## config.mk

```make
export PLATFORM = sky130hd
export DESIGN_NAME = onehot_scan_encoder_flat
export DESIGN_NICKNAME = d
export VERILOG_FILES = /design/src/rtl/onehot_scan_encoder_pkg.sv /design/src/rtl/onehot_scan_encoder_if.sv /design/src/rtl/onehot_scan_encoder_lsb_prienc.sv /design/src/rtl/onehot_scan_encoder.sv /design/src/flat_wrapper.sv
export SDC_FILE = /design/constraint.sdc
export NUM_CORES = 1
export LEC_CHECK = 0
export ABC_CLOCK_PERIOD_IN_PS = 2100
export CAP_MARGIN = 20
export CORE_MARGIN = 2
export CORE_UTILIZATION = 38
export CTS_BUF_LIST = sky130_fd_sc_hd__clkbuf_8
export CTS_CLUSTER_DIAMETER = 150
export DETAILED_ROUTE_END_ITERATION = 7
export GPL_TIMING_DRIVEN = 0
export SLEW_MARGIN = 20
export SYNTH_ARGS = -nofsm -noshare
export SYNTH_HDL_FRONTEND = slang
export SYNTH_SLANG_ARGS = --single-unit
```

## constraint.sdc

```tcl
create_clock -name clk -period 2.1 [get_ports clk]
set_input_delay 0.42 -clock clk [delete_from_list [all_inputs] [get_ports clk]]
set_output_delay 0.42 -clock clk [all_outputs]
set_load 0.05 [all_outputs]
```

## src/rtl/onehot_scan_encoder_pkg.sv

```systemverilog
// ---------------------------------------------------------------------------
// onehot_scan_encoder_pkg
// Shared widths and state encoding for the one-hot scan encoder.
//   VEC_W : width of the accepted bit vector
//   IDX_W : width of an emitted bit index
//   CNT_W : width of the population count (must hold 0..VEC_W)
//   state_t : controller states IDLE / SCAN
// ---------------------------------------------------------------------------
package onehot_scan_encoder_pkg;

    localparam int VEC_W = 8;
    localparam int IDX_W = 3;
    localparam int CNT_W = 4;

    typedef enum logic [0:0] {
        IDLE = 1'b0,
        SCAN = 1'b1
    } state_t;

endpackage

```

## src/rtl/onehot_scan_encoder_if.sv

```systemverilog
// ---------------------------------------------------------------------------
// onehot_scan_encoder_if
// Bundles the upstream vector handshake and the downstream index stream.
//   in_valid / in_data / in_ready          : vector input handshake
//   out_valid / out_ready                  : index beat handshake
//   out_addr / out_last / out_count        : beat payload
//   zero_err                               : pulse on all-zero vector accept
// Modports: slave (the encoder), master (the environment driving it).
// ---------------------------------------------------------------------------
interface onehot_scan_encoder_if;
    import onehot_scan_encoder_pkg::*;

    logic             in_valid;
    logic [VEC_W-1:0] in_data;
    logic             in_ready;
    logic             out_valid;
    logic             out_ready;
    logic [IDX_W-1:0] out_addr;
    logic             out_last;
    logic [CNT_W-1:0] out_count;
    logic             zero_err;

    modport slave (
        input  in_valid, in_data, out_ready,
        output in_ready, out_valid, out_addr, out_last, out_count, zero_err
    );

    modport master (
        output in_valid, in_data, out_ready,
        input  in_ready, out_valid, out_addr, out_last, out_count, zero_err
    );

endinterface

```

## src/rtl/onehot_scan_encoder_lsb_prienc.sv

```systemverilog
// ---------------------------------------------------------------------------
// lsb_prienc
// Combinational lowest-set-bit priority encoder.
//   i_vec     : input vector
//   o_idx     : index of the lowest set bit (0 when i_vec is zero)
//   o_one_hot : exactly one bit of i_vec is set
// ---------------------------------------------------------------------------
module lsb_prienc
    import onehot_scan_encoder_pkg::*;
(
    input  logic [VEC_W-1:0] i_vec,
    output logic [IDX_W-1:0] o_idx,
    output logic             o_one_hot
);

    // Walk from the top down so the lowest set bit is the last to write.
    always_comb begin
        o_idx = '0;
        for (int i = VEC_W - 1; i >= 0; i--) begin
            if (i_vec[i]) begin
                o_idx = IDX_W'(i);
            end
        end
    end

    // v & (v-1) clears the lowest set bit; zero result means at most one bit.
    always_comb begin
        o_one_hot = (i_vec != '0) && ((i_vec & (i_vec - VEC_W'(1))) == '0);
    end

endmodule

```

## src/rtl/onehot_scan_encoder.sv

```systemverilog
// ---------------------------------------------------------------------------
// onehot_scan_encoder
// Accepts an 8-bit vector and emits the index of every set bit, lowest
// first, one beat per out_valid/out_ready handshake.
//   clk   : clock, rising-edge
//   rst_n : asynchronous active-low reset
//   bus   : slave modport of onehot_scan_encoder_if
//           (vector handshake in, index stream + count + zero_err out)
// ---------------------------------------------------------------------------
module onehot_scan_encoder
    import onehot_scan_encoder_pkg::*;
(
    input  logic                  clk,
    input  logic                  rst_n,
    onehot_scan_encoder_if.slave  bus
);

    state_t           r_state;
    state_t           w_next;
    logic [VEC_W-1:0] r_pend;
    logic [CNT_W-1:0] r_count;
    logic             r_zero_err;

    logic [IDX_W-1:0] w_idx;
    logic             w_one_hot;
    logic             w_accept;
    logic             w_hs;

    function automatic logic [CNT_W-1:0] popcount(input logic [VEC_W-1:0] v);
        logic [CNT_W-1:0] c;
        c = '0;
        for (int i = 0; i < VEC_W; i++) begin
            c = c + CNT_W'(v[i]);
        end
        return c;
    endfunction

    lsb_prienc u_prienc (
        .i_vec     (r_pend),
        .o_idx     (w_idx),
        .o_one_hot (w_one_hot)
    );

    assign w_accept = (r_state == IDLE) && bus.in_valid;
    assign w_hs     = (r_state == SCAN) && bus.out_ready;

    always_ff @(posedge clk or negedge rst_n) begin
        if (!rst_n) begin
            r_state <= IDLE;
        end else begin
            r_state <= w_next;
        end
    end

    always_comb begin
        w_next        = r_state;
        bus.in_ready  = 1'b0;
        bus.out_valid = 1'b0;
        bus.out_addr  = '0;
        bus.out_last  = 1'b0;
        unique case (r_state)
            IDLE: begin
                bus.in_ready = 1'b1;
                // An all-zero vector has nothing to emit, so stay idle.
                if (bus.in_valid && (bus.in_data != '0)) begin
                    w_next = SCAN;
                end
            end
            SCAN: begin
                bus.out_valid = 1'b1;
                bus.out_addr  = w_idx;
                bus.out_last  = w_one_hot;
                if (bus.out_ready && w_one_hot) begin
                    w_next = IDLE;
                end
            end
            default: w_next = IDLE;
        endcase
    end

    // Pending bits, burst count and the zero-vector flag.
    always_ff @(posedge clk or negedge rst_n) begin
        if (!rst_n) begin
            r_pend     <= '0;
            r_count    <= '0;
            r_zero_err <= 1'b0;
        end else begin
            r_zero_err <= w_accept && (bus.in_data == '0);
            if (w_accept) begin
                r_pend  <= bus.in_data;
                r_count <= popcount(bus.in_data);
            end else if (w_hs) begin
                r_pend <= r_pend & ~(VEC_W'(1) << w_idx);
            end
        end
    end

    assign bus.out_count = r_count;
    assign bus.zero_err  = r_zero_err;

endmodule
```

## src/flat_wrapper.sv

```systemverilog
// flat-port wrapper written by rule: the top's interface ports become plain ports
module onehot_scan_encoder_flat import onehot_scan_encoder_pkg::*;
  (clk, rst_n, bus_in_valid, bus_in_data, bus_out_ready, bus_in_ready, bus_out_valid, bus_out_addr, bus_out_last, bus_out_count, bus_zero_err);
  onehot_scan_encoder_if bus_i ();
  input  logic clk;
  input  logic rst_n;
  input wire logic [$bits(bus_i.in_valid)-1:0] bus_in_valid;
  input wire logic [$bits(bus_i.in_data)-1:0] bus_in_data;
  input wire logic [$bits(bus_i.out_ready)-1:0] bus_out_ready;
  output wire logic [$bits(bus_i.in_ready)-1:0] bus_in_ready;
  output wire logic [$bits(bus_i.out_valid)-1:0] bus_out_valid;
  output wire logic [$bits(bus_i.out_addr)-1:0] bus_out_addr;
  output wire logic [$bits(bus_i.out_last)-1:0] bus_out_last;
  output wire logic [$bits(bus_i.out_count)-1:0] bus_out_count;
  output wire logic [$bits(bus_i.zero_err)-1:0] bus_zero_err;
  assign bus_i.in_valid = bus_in_valid;
  assign bus_i.in_data = bus_in_data;
  assign bus_i.out_ready = bus_out_ready;
  assign bus_in_ready = bus_i.in_ready;
  assign bus_out_valid = bus_i.out_valid;
  assign bus_out_addr = bus_i.out_addr;
  assign bus_out_last = bus_i.out_last;
  assign bus_out_count = bus_i.out_count;
  assign bus_zero_err = bus_i.zero_err;
  onehot_scan_encoder u_core (.clk(clk), .rst_n(rst_n), .bus(bus_i));
endmodule
```

Word-level counts from Yosys, hierarchy flattened

Cells that the tools add are included.

Bits of input ports: 12
Bits in registers: 14
Bits in writable memories: 0
ROM bits: 0
Memories kept: 0
Bits in latches: 0
Output and inout port bits: 11
Logic and storage cells: 45

Mux-type cells: 17
Div/mod/pow operators: 0
Bitwise gates (word level): 4
Shift-type cells: 1
Magnitude comparators: 0
Equal/unequal tests: 0
Reductions and logical operators: 11
Add/subtract/negate cells: 8
$mul: 0

Operator list:

| cell                  | number |
|---|---|
| $mux W3               | 9 |
| $add A4 B1 Y4         | 6 |
| $and A8 B8 Y8         | 2 |
| $logic_not A8 Y1      | 2 |
| $mux W8               | 2 |
| $reduce_bool A8 Y1    | 2 |
| $not A8 Y8            | 1 |
| $shl A1 B3 Y8 const A | 1 |
| $sub A8 B1 Y8 const B | 1 |
| $logic_and A1 B1 Y1   | 6 |
| $mux W1               | 5 |
| $add A1 B1 Y2         | 1 |
| $pmux W1 S2           | 1 |
| $reduce_bool A2 Y1    | 1 |
| $not A1 Y1            | 1 |

Logic depth before layout (Yosys ltp)

Gate-level depths: netlist (run 1).

Depth after elaboration: 13
Mapped depth: 11
Gate-level depth less buffers: 11

Hierarchy

From an unflattened synthesis (run 1), not the netlist that was laid out.

Cell total of the unflattened synthesis: 107
Area total of the unflattened synthesis: 1024.7 µm²

By module, submodules not included:

| module              | cells each | times used | area an instance (µm²) |
|---|---|---|---|
| onehot_scan_encoder | 84         | 1          | 862.1 |
| lsb_prienc          | 23         | 1          | 162.7 |

Worst setup path before layout (run 1)

OpenSTA, ideal clock, no wires.

Path kind: input -> register
Start: in bus_in_data[0]
End: reg u_core.r_count[1] (netlist: u_core.bus.out_count[1])
Required time: 2.017 ns
Arrival time: 2.679 ns
Buffers on the path: 0
Library setup time: 0.083 ns
Setup slack: -0.662 ns
Stages on the path: 10
Cell sequence: inv_1 ha_1 inv_1 fa_1 fa_1 inv_1 fa_1 inv_1 fa_1 o21ai_0

Cells in the longest elaborated chain, start to end: 7

RTL lines:

| item                        | RTL line                  | RTL |
|---|---|---|
| from (decl)                 | flat_wrapper.sv:8         | `input wire logic [$bits(bus_i.in_data)-1:0] bus_in_data;` |
| $add A1 B1 Y2               | onehot_scan_encoder.sv:33 | `c = c + CNT_W'(v[i]);` |
| $add A4 B1 Y4 (6 in series) | onehot_scan_encoder.sv:33 |  |
| to (signal assigned)        | onehot_scan_encoder.sv:91 | `r_count <= popcount(bus.in_data);` |
| to (decl)                   | onehot_scan_encoder.sv:21 | `logic [CNT_W-1:0] r_count;` |

Every way passes these cells.
A chain may end at the register's enable or synchronous reset.

Worst setup path in the final report (run 1)

Start: in bus_in_data[1]
End: reg u_core.r_count[1] (netlist: u_core.bus.out_count[1])

The elaborated chain is that of the path after synthesis.

==> impl_metrics.ini, run 1 <==
[yosys]
yosys_warnings = 0
synthArstFlopShare_pct = 100
synth_area_leaders = sky130_fd_sc_hd__dfrtp_1 34%, sky130_fd_sc_hd__fa_1 7.8%, sky130_fd_sc_hd__inv_1 5.5%
synth.ff_latch_count = 14
yosysTopAreaCell = sky130_fd_sc_hd__dfrtp_1
synthCells = 117
sequential_area_share_after_synthesis_pct = 34.2
synth.avg_cell_area_um2 = 8.75
synth_enable_flop_cells = 0
yosys-top-cells-count = 15 x sky130_fd_sc_hd__inv_1, 15 x sky130_fd_sc_hd__nand2_1, 14 x sky130_fd_sc_hd__dfrtp_1, 12 x sky130_fd_sc_hd__nor2_1, 6 x sky130_fd_sc_hd__o21ai_0
yosysUniqueCellTypes = 37
synth_top_cell_area_share_pct = 34.2
syn-num-nets = 137
ys_dominant_reg_cell = sky130_fd_sc_hd__dfrtp_1
syn-cell-area_um2 = 1020

[sta]
finalCriticalPeriod_ps = 2580
grt_setup_unrepaired = yes
setup-tns-final_ps = -1250
timing.final.hold_violations = 0
hold_ws_ps = 488
final_max_slew_viol_count = 0
timing.final.crit_share_pct = 123
final.setup.worst_slack_ps = -477
worst_clock_skew_ps = 3.94
top_achievable_clock_speed_mhz = 388
setup_viol = 5
slew-limit-headroom_pct = 52.8
worst_pin_slew_ps = 705

[setup_path]
arrival_ps = 2760
cp_data_required_time_ps = 2280
cp_max_fo = 2
slowest_delay_ps = 490
timing_worst_setup_path_type = input port to register
end_kind = register
worstPathCellList = buf_8, inv_8, ha_4, inv_2, fa_1, fa_1, inv_1, fa_2, inv_2, fa_2, o21ai_2
cpMaxStageDelayCell = sky130_fd_sc_hd__fa_1
startpoint_type = input port
ff2ff_setup_slack_ps = 460

[cts]
cts_root_buffer = sky130_fd_sc_hd__clkbuf_8
clock_insertion_delay_worst_skew_ps = 250
clock_tree_from_tritoncts = built
cts_buffer_depth = 2
ctsHtreeMaxLevel = 1
clock-sinks = 14
cts_hold_buffers = 0
clkTransAtPathRegs_ps = 60
cts_made_buffers = 3

[power_and_ir_drop]
power_switching_mw = 1.09
intPower_mw = 1.16
cellPowerDensity_nw_per_um2 = 1550
combinationalPowerShare_pct = 67.3
p_sw_share_pct = 48.4
pwr-share-clk_pct = 11.9
report.power.total_mw = 2.25
irDropWorstVdd_v = 0.00108
total_leakage_power_nw = 0.673
reg_power_share_pct = 20.7

[grt]
groute.layer.met2.usage_pct = 27.0
wire_length_of_the_first_global_routing_pass_um = 4160
gr-usage-met3_pct = 2.79
globalRouteOverflowTotal = 0
met1_usage_pct = 22.9
grt_most_used_layer = met2
grt_antenna_before_repair = 0
grt.total_usage_pct = 17.1
first_global_vias = 915
largest_net_degree_at_the_start_of_global_routing = 15

[floorplan]
die_y_um = 55.9
die_x_um = 55.9
initial_core_utilization_pct = 40.6
fp.dieArea_um2 = 3120
floorplan.io_pins = 23
core.rowCount = 18
core_area_um2 = 2520

[routing]
wl_um = 2400
vias_per_cell = 5.11
detail_route.first_pass.iterations = 4
num_vias = 909
ant_nets = 0
routed_wire_length_per_instance_um = 13.5
remaining_drc_errors = 0
drt_iter0_markers = 24

[finish]
drive_above_1_share_pct = 29.7
finish.instance_area_um2 = 1450
stdcell_count = 178
antenna-diode-count = 0
design.final.nets = 169
syn_to_final_growth_pct = 41.6

[placement]
routabilityCongestion = 0.752
placed_area_um2 = 1300
placement.io_buffers = 21
dpl.hpwl_um = 1900
placed_cells = 168

[min_path]
hp-class = register to register

[outcome]
violations = setup timing
run_status = finished, violations left

[job]
drv_cap = 0
## state kept, by name, indices dropped and copies added (netlist names)
signal	count
u_core.r_state	1
u_core.bus.zero_err	1
u_core.r_pend	8
u_core.bus.out_count	4
## per-stage QoR
stage / setup WS, ps / util, %
3_5_place_dp: -1300 / 51.6
2_1_floorplan: -572 / -
6_report: -477 / 57.4
3_3_place_gp: -1280 / 51.6
4_1_cts: -490 / 56.2
5_1_grt: -585 / 57.4
## cell type report
class,instances,area [um^2]
plain buffers,6,41.3
multi-input cells,82,627
inverters,15,68.8
well taps,30,37.5
flip-flops and latches,14,352
clock buffers,4,55.1
fillers,232,1070
repair buffers,27,268
## final timing paths
check | startpoint | end | cells after the start
setup / recovery | bus_in_data[1] | u_core.bus.out_count[1] | 11
hold / removal | u_core.bus.out_count[1] | u_core.bus.out_count[1] | 2
setup reg to reg | u_core.r_pend[0] | u_core.r_state | 8
hold reg to reg | u_core.bus.out_count[1] | u_core.bus.out_count[1] | 2
max in group asynchronous | rst_n | u_core.r_pend[2] | 1
min in group asynchronous | rst_n | u_core.r_pend[7] | 1
## critical path, delay by kind of cell
kind / cells / cell delay [ps]
AO/OA/AOI/OAI: 1 / 110
adder cells (fa/ha/maj): 5 / 1980
buffers and inverters: 5 / 260
## layout by cell type, fill, tap and decap left out, drive strengths merged, types with 3 or more instances in the layout
master,n
nand2,15
inv,15
dfrtp,14
clkdlybuf4s50,13
buf,13
nor2,12
clkbuf,7
o21ai,7
a21oi,5
nor2b,4
ha,4
fa,4
mux2i,3
nor4,3
## repair_timing
action / in CTS / in global routing
resized for setup: 39 / 10
setup endpoints to repair: 8 / 8
pin swaps: 4 / 2
hold endpoints to repair: 0 / 0
buffers inserted: 5 / 1
## kinds of logic (layout without fill, tap and decap cells)
| family | after synthesis | after routing | synth area share [%] |
|---|---|---|---|
| adders and majority gates | 8 | 8 | 12.7 |
| muxes | 4 | 4 | 4.03 |
| AOI/OAI and AO/OA | 23 | 23 | 14.2 |
| and+or+nand+nor | 45 | 45 | 24.1 |
| DFF | 14 | 14 | 34.2 |
| buffers and inverters | 21 | 52 | 9.05 |
| xor gates and xnor gates | 2 | 2 | 1.71 |
## per-layer routing
layer  up-vias  wire (um)
met1       426       1170
met4         0         56
met5         -          0
li1        455          -
met2        22       1100
met3         6         65
## power by group through the flow
stage / clock, mW / sequential [mW] / combinational [mW]
after CTS: 0.272 / 0.462 / 1.42
final: 0.269 / 0.467 / 1.51
after floorplan: 0 / 0.569 / 0.858
after global placement: 0 / 0.455 / 1.34
after detailed placement: 0 / 0.463 / 1.35
after global routing: 0.284 / 0.485 / 1.62
Note: power is estimated with default switching activity, not from simulation.
==> inputs of run 2 (changes only) <==
--- a/config.mk
+++ b/config.mk
@@ -13,6 +13,7 @@
 export CTS_CLUSTER_DIAMETER = 150
 export DETAILED_ROUTE_END_ITERATION = 7
 export GPL_TIMING_DRIVEN = 0
+export PLACE_DENSITY = 0.68
 export SLEW_MARGIN = 20
 export SYNTH_ARGS = -nofsm -noshare
 export SYNTH_HDL_FRONTEND = slang
==> run 2 against run 1 <==
The flow still finishes with violations (setup timing). Die area did not move. Routed wire length is 4.8% higher. Count of clock-buffer cells in the layout did not move. Sequential share of layout area is 0.97 points lower. Flip-flop and latch count stayed put. Global-route usage grew 0.59 points. Clock skew decreased by 2.5 ps. Non-clock buffer count is 5 higher. Combinational power grew 5%. Largest cell class unchanged. Highest routed layer unchanged.
==> impl_metrics.ini, run 2 (same netlist as run 1, synthesis figures left out) <==
[finish]
largest_reg_flops = 8
sequential_cell_area_um2 = 352
regMostFlops = u_core.r_pend
design.final.nets = 174
stdcell_count = 183
most-common-layout-cells = 15 x sky130_fd_sc_hd__nand2_1, 13 x sky130_fd_sc_hd__clkdlybuf4s50_1, 13 x sky130_fd_sc_hd__dfrtp_1
multi_input_comb_area_um2 = 644
post-route-util_pct = 59.8
layout_commonest_cell = sky130_fd_sc_hd__nand2_1
antenna-diode-count = 0
fillerInstances = 241
drive_above_1_share_pct = 32.7
syn_to_final_growth_pct = 47.4

[floorplan]
die_y_um = 55.9
die_x_um = 55.9
floorplan.io_pins = 23
fp.dieArea_um2 = 3120
core_area_um2 = 2520
initial_core_utilization_pct = 40.6
core.rowCount = 18

[routing]
routed-wl-met3_um = 31
m1WireLength_um = 1140
wl_um = 2510
remaining_drc_errors = 0
drt_iter0_markers = 14
detail_route.first_pass.iterations = 4
ant_nets = 0
vias_per_cell = 5.11
route.top_layer_used = met4
routed_wire_length_per_instance_um = 13.7
num_vias = 936
route.met2.wl_um = 1320

[sta]
setup_viol = 5
timing.final.crit_share_pct = 122
top_achievable_clock_speed_mhz = 389
timing.final.hold_violations = 0
grt_setup_unrepaired = yes
worst_clock_skew_ps = 1.49
finalCriticalPeriod_ps = 2570
worst_pin_slew_ps = 643
final_max_slew_viol_count = 0
slew-limit-headroom_pct = 57.0
final.setup.worst_slack_ps = -469

[power_and_ir_drop]
irDropWorstVdd_v = 0.00155
report.power.total_mw = 2.32
total_leakage_power_nw = 0.703
cellPowerDensity_nw_per_um2 = 1540

[grt]
wire_length_of_the_first_global_routing_pass_um = 4350
first_global_vias = 977
largest_net_degree_at_the_start_of_global_routing = 15
globalRouteOverflowTotal = 0
grt.total_usage_pct = 17.7
grt_antenna_before_repair = 0

[placement]
placement.setup.worst_slack_ps = -1300
placed_cells = 168
placement.io_buffers = 21
routabilityCongestion = 0.823
dpl.hpwl_um = 1810

[cts]
clock_tree_from_tritoncts = built
cts_buffer_depth = 2
clock-sinks = 14
cts_made_buffers = 3
clkTransAtPathRegs_ps = 60
clock_insertion_delay_worst_skew_ps = 240
cts_hold_buffers = 0
cts_root_buffer = sky130_fd_sc_hd__clkbuf_8
ctsHtreeMaxLevel = 1

[setup_path]
worstPathCellList = buf_8, inv_8, ha_4, inv_2, fa_1, fa_1, inv_1, fa_2, inv_2, fa_2, o21ai_1
cp_data_required_time_ps = 2270
ff2ff_setup_slack_ps = 450
cp_num_cells = 11
cpMaxStageDelayCell = sky130_fd_sc_hd__fa_1
arrival_ps = 2740
cp_max_fo = 2
cp_num_buf_inv = 5
timing.rr.end = u_core.r_state
worstReg2RegStart = u_core.r_pend[0]
critical-path-top-delay-family = adder cells
end_kind = register
worst_setup_path_startpoint = bus_in_data[1]
cells_on_worst_reg2reg_path = 8
crit_path_end = u_core.bus.out_count[1]
timing_worst_setup_path_type = input port to register
startpoint_type = input port
slowest_delay_ps = 490

[job]
drv_cap = 0

[min_path]
min_delay_path_depth = 2
hp-class = register to register

[outcome]
run_status = finished, violations left
violations = setup timing
-- run 2: changes by cell type in the layout (fill, tap and decap cells not counted), sizes merged --
cell and delta:
clkdlybuf4s15 +1, dlygate4sd2 -1, clkbuf -1, buf +6
-- run 2: per-stage QoR --
step	hold WS, ps	area, um^2	TNS, ps
6_report	479	1510	-1470
5_1_grt	524	1510	-1830
4_1_cts	482	1440	-1390
3_5_place_dp	469	1300	-5480
3_3_place_gp	463	1300	-5300
2_1_floorplan	124	1050	-1530
-- run 2: what timing repair did --
| item | 4_1_cts | 5_1_grt |
|---|---|---|
| pin swaps | 7 | 4 |
| setup buffers | 8 | 3 |
| cloned | 0 | 0 |
| endpoints found under the setup margin | 8 | 8 |
| gates resized for setup | 40 | 15 |
-- run 2: worst min path at each step --
stage | from | to | slack, ps
after detailed placement | u_core.bus.out_count[0] | u_core.bus.out_count[0] | 470
final | u_core.bus.out_count[0] | u_core.bus.out_count[0] | 480
after floorplan | rst_n | u_core.bus.out_count[0] | 120
after global placement | u_core.bus.out_count[0] | u_core.bus.out_count[0] | 460
after CTS | u_core.bus.out_count[0] | u_core.bus.out_count[0] | 480
after global routing | u_core.bus.out_count[1] | u_core.bus.out_count[1] | 520
-- run 2: tightest hold or removal path, cell delays in order (launching register included) --
cell and delay (ps):
sky130_fd_sc_hd__dfrtp_1 340, sky130_fd_sc_hd__nand2_1 50, sky130_fd_sc_hd__nand2_1 50
-- run 2: metal layers --
metal	up-vias	GRT usage, %
li1	467	-
met1	454	23.1
met2	13	30.3
met3	2	1.40
met4	0	7.14
met5	-	0
-- run 2: power breakdown --
part / switching [mW] / internal, mW / leakage (nW)
logic: 0.919 / 0.676 / 0.496
clock network: 0.0973 / 0.166 / 0.0288
registers: 0.0990 / 0.365 / 0.178
-- run 2: cell type report --
cell class	instances	share of cell area, %
Buffer	6	2.74
Clock buffer	4	3.65
Inverter	15	4.56
Multi-Input combinational cell	82	42.7
Sequential cell	14	23.3
Tap cell	30	2.49
Timing Repair Buffer	32	20.6
==> inputs of run 3 (changes only) <==
--- a/config.mk
+++ b/config.mk
@@ -7,13 +7,15 @@
 export LEC_CHECK = 0
 export ABC_CLOCK_PERIOD_IN_PS = 2100
 export CAP_MARGIN = 20
+export CELL_PAD_IN_SITES_DETAIL_PLACEMENT = 0
+export CELL_PAD_IN_SITES_GLOBAL_PLACEMENT = 1
 export CORE_MARGIN = 2
 export CORE_UTILIZATION = 38
 export CTS_BUF_LIST = sky130_fd_sc_hd__clkbuf_8
 export CTS_CLUSTER_DIAMETER = 150
 export DETAILED_ROUTE_END_ITERATION = 7
 export GPL_TIMING_DRIVEN = 0
-export PLACE_DENSITY = 0.68
+export PLACE_DENSITY = 0.86
 export SLEW_MARGIN = 20
 export SYNTH_ARGS = -nofsm -noshare
 export SYNTH_HDL_FRONTEND = slang
==> run 3 against run 2 <==
The run still ends with setup timing left. Non-clock buffer count unchanged. Utilization is 1.6 points lower. Sequential power is 1% lower. Power is 5.1% lower. First-iteration DRC count is 36% lower. Clock power about the same. Critical path type unchanged. Critical endpoint unchanged. Highest routed layer unchanged.
==> impl_metrics.ini, run 3 (same netlist as run 1, synthesis figures left out) <==
[finish]
drive_above_1_share_pct = 29.4
layout_commonest_cell = sky130_fd_sc_hd__nand2_1
multi_input_comb_area_um2 = 614
design.final.nets = 174
fillerInstances = 233
syn_to_final_growth_pct = 43.5
sequential_cell_area_um2 = 352
antenna-diode-count = 0
stdcell_count = 183
largest_reg_flops = 8
regMostFlops = u_core.r_pend
most-common-layout-cells = 15 x sky130_fd_sc_hd__nand2_1, 13 x sky130_fd_sc_hd__clkdlybuf4s50_1, 13 x sky130_fd_sc_hd__dfrtp_1

[routing]
drt_iter0_markers = 9
routed_wire_length_per_instance_um = 12.7
vias_per_cell = 5.01
num_vias = 916
remaining_drc_errors = 0
wl_um = 2320
detail_route.first_pass.iterations = 4
ant_nets = 0

[sta]
setup_viol = 5
final.setup.worst_slack_ps = -485
timing.final.crit_share_pct = 123
hold_ws_ps = 473
finalCriticalPeriod_ps = 2580
worst_clock_skew_ps = 1.96
grt_setup_unrepaired = yes
final_max_slew_viol_count = 0
worst_pin_slew_ps = 637
slew-limit-headroom_pct = 57.4
top_achievable_clock_speed_mhz = 387
timing.final.hold_violations = 0

[outcome]
run_status = finished, violations left
violations = setup timing

[job]
drv_cap = 0

[setup_path]
worstPathCellList = buf_8, inv_8, ha_4, inv_2, fa_1, fa_1, inv_1, fa_2, inv_2, fa_2, o21ai_1
cpMaxStageDelayCell = sky130_fd_sc_hd__fa_1
timing_worst_setup_path_type = input port to register
end_kind = register
startpoint_type = input port
ff2ff_setup_slack_ps = 490
slowest_delay_ps = 490
arrival_ps = 2750
critical-path-top-delay-family = adder cells
cp_max_fo = 2
cp_num_buf_inv = 5
cp_data_required_time_ps = 2270

[cts]
cts_root_buffer = sky130_fd_sc_hd__clkbuf_8
cts_hold_buffers = 0
clock_tree_from_tritoncts = built
clock_insertion_delay_worst_skew_ps = 240
ctsHtreeMaxLevel = 1
cts_buffer_depth = 2
clock-sinks = 14
cts_made_buffers = 3
clkTransAtPathRegs_ps = 60

[placement]
dpl.hpwl_um = 1840
placed_cells = 168
placement.io_buffers = 21
routabilityCongestion = 0.802

[floorplan]
fp.dieArea_um2 = 3120
core.rowCount = 18
die_y_um = 55.9
initial_core_utilization_pct = 40.6
floorplan.io_pins = 23
core_area_um2 = 2520
die_x_um = 55.9

[power_and_ir_drop]
cellPowerDensity_nw_per_um2 = 1500
irDropWorstVdd_v = 0.00153
total_leakage_power_nw = 0.689

[grt]
globalRouteOverflowTotal = 0
first_global_vias = 899
wire_length_of_the_first_global_routing_pass_um = 3970
grt_antenna_before_repair = 0
grt.total_usage_pct = 16.2
largest_net_degree_at_the_start_of_global_routing = 15

[min_path]
hp-class = register to register
==> run 3: metrics by stage <==
| step | setup TNS, ps | util [%] | total power [mW] | cell area [um^2] | worst slack (ps) |
|---|---|---|---|---|---|
| final | -1480 | 58.2 | 2.20 | 1470 | -485 |
| after global routing | -1820 | 58.2 | 2.34 | 1470 | -556 |
| after CTS | -1450 | 56.7 | 2.15 | 1430 | -509 |
| after detailed placement | -5450 | 51.6 | 1.81 | 1300 | -1300 |
| after global placement | -5330 | 51.6 | 1.78 | 1300 | -1270 |
| after floorplan | -1530 | - | 1.43 | 1050 | -572 |
==> run 3: power by group <==
| part | leakage [nW] | switching [mW] | internal, mW |
|---|---|---|---|
| registers | 0.178 | 0.0932 | 0.365 |
| clock network | 0.0288 | 0.0950 | 0.166 |
| logic | 0.482 | 0.877 | 0.608 |
| total | 0.689 | 1.06 | 1.14 |
==> run 3: path summary, 6_finish.rpt <==
| kind | from | end | cells past startpoint |
|---|---|---|---|
| min | u_core.bus.out_count[0] | u_core.bus.out_count[0] | 2 |
| max | bus_in_data[1] | u_core.bus.out_count[1] | 11 |
| max in group asynchronous | rst_n | u_core.r_pend[2] | 1 |
| min in group asynchronous | rst_n | u_core.r_pend[1] | 1 |
| min reg2reg | u_core.bus.out_count[0] | u_core.bus.out_count[0] | 2 |
| max reg2reg | u_core.r_pend[0] | u_core.r_state | 8 |
==> run 3: worst min-delay path, cell delays in order, from the launching register on <==
cell and delay [ps]:
sky130_fd_sc_hd__dfrtp_1 340, sky130_fd_sc_hd__nand2_1 50, sky130_fd_sc_hd__nand2_1 50
==> run 3: per-layer routing <==
metal	GRT usage, %	part of all wire, %	vias to the layer above
met4	6.12	1.9	0
met3	1.40	1.9	4
li1	-	-	470
met1	20.9	45	429
met5	0	0	-
met2	28.1	51	13
==> run 3: final cells by class <==
type | instances | share of cell area, %
Timing Repair Buffer | 32 | 20.4
Sequential cell | 14 | 23.9
Tap cell | 30 | 2.56
Multi-Input combinational cell | 82 | 41.8
Buffer | 6 | 2.81
Inverter | 15 | 4.68
Clock buffer | 4 | 3.75
==> run 3: repair_timing <==
item                                   4_1_cts  5_1_grt
resized for setup                           39        5
setup endpoints to repair                    8        8
pin swaps                                    5        4
endpoints found under the hold margin        0        0
setup buffers                                7        4
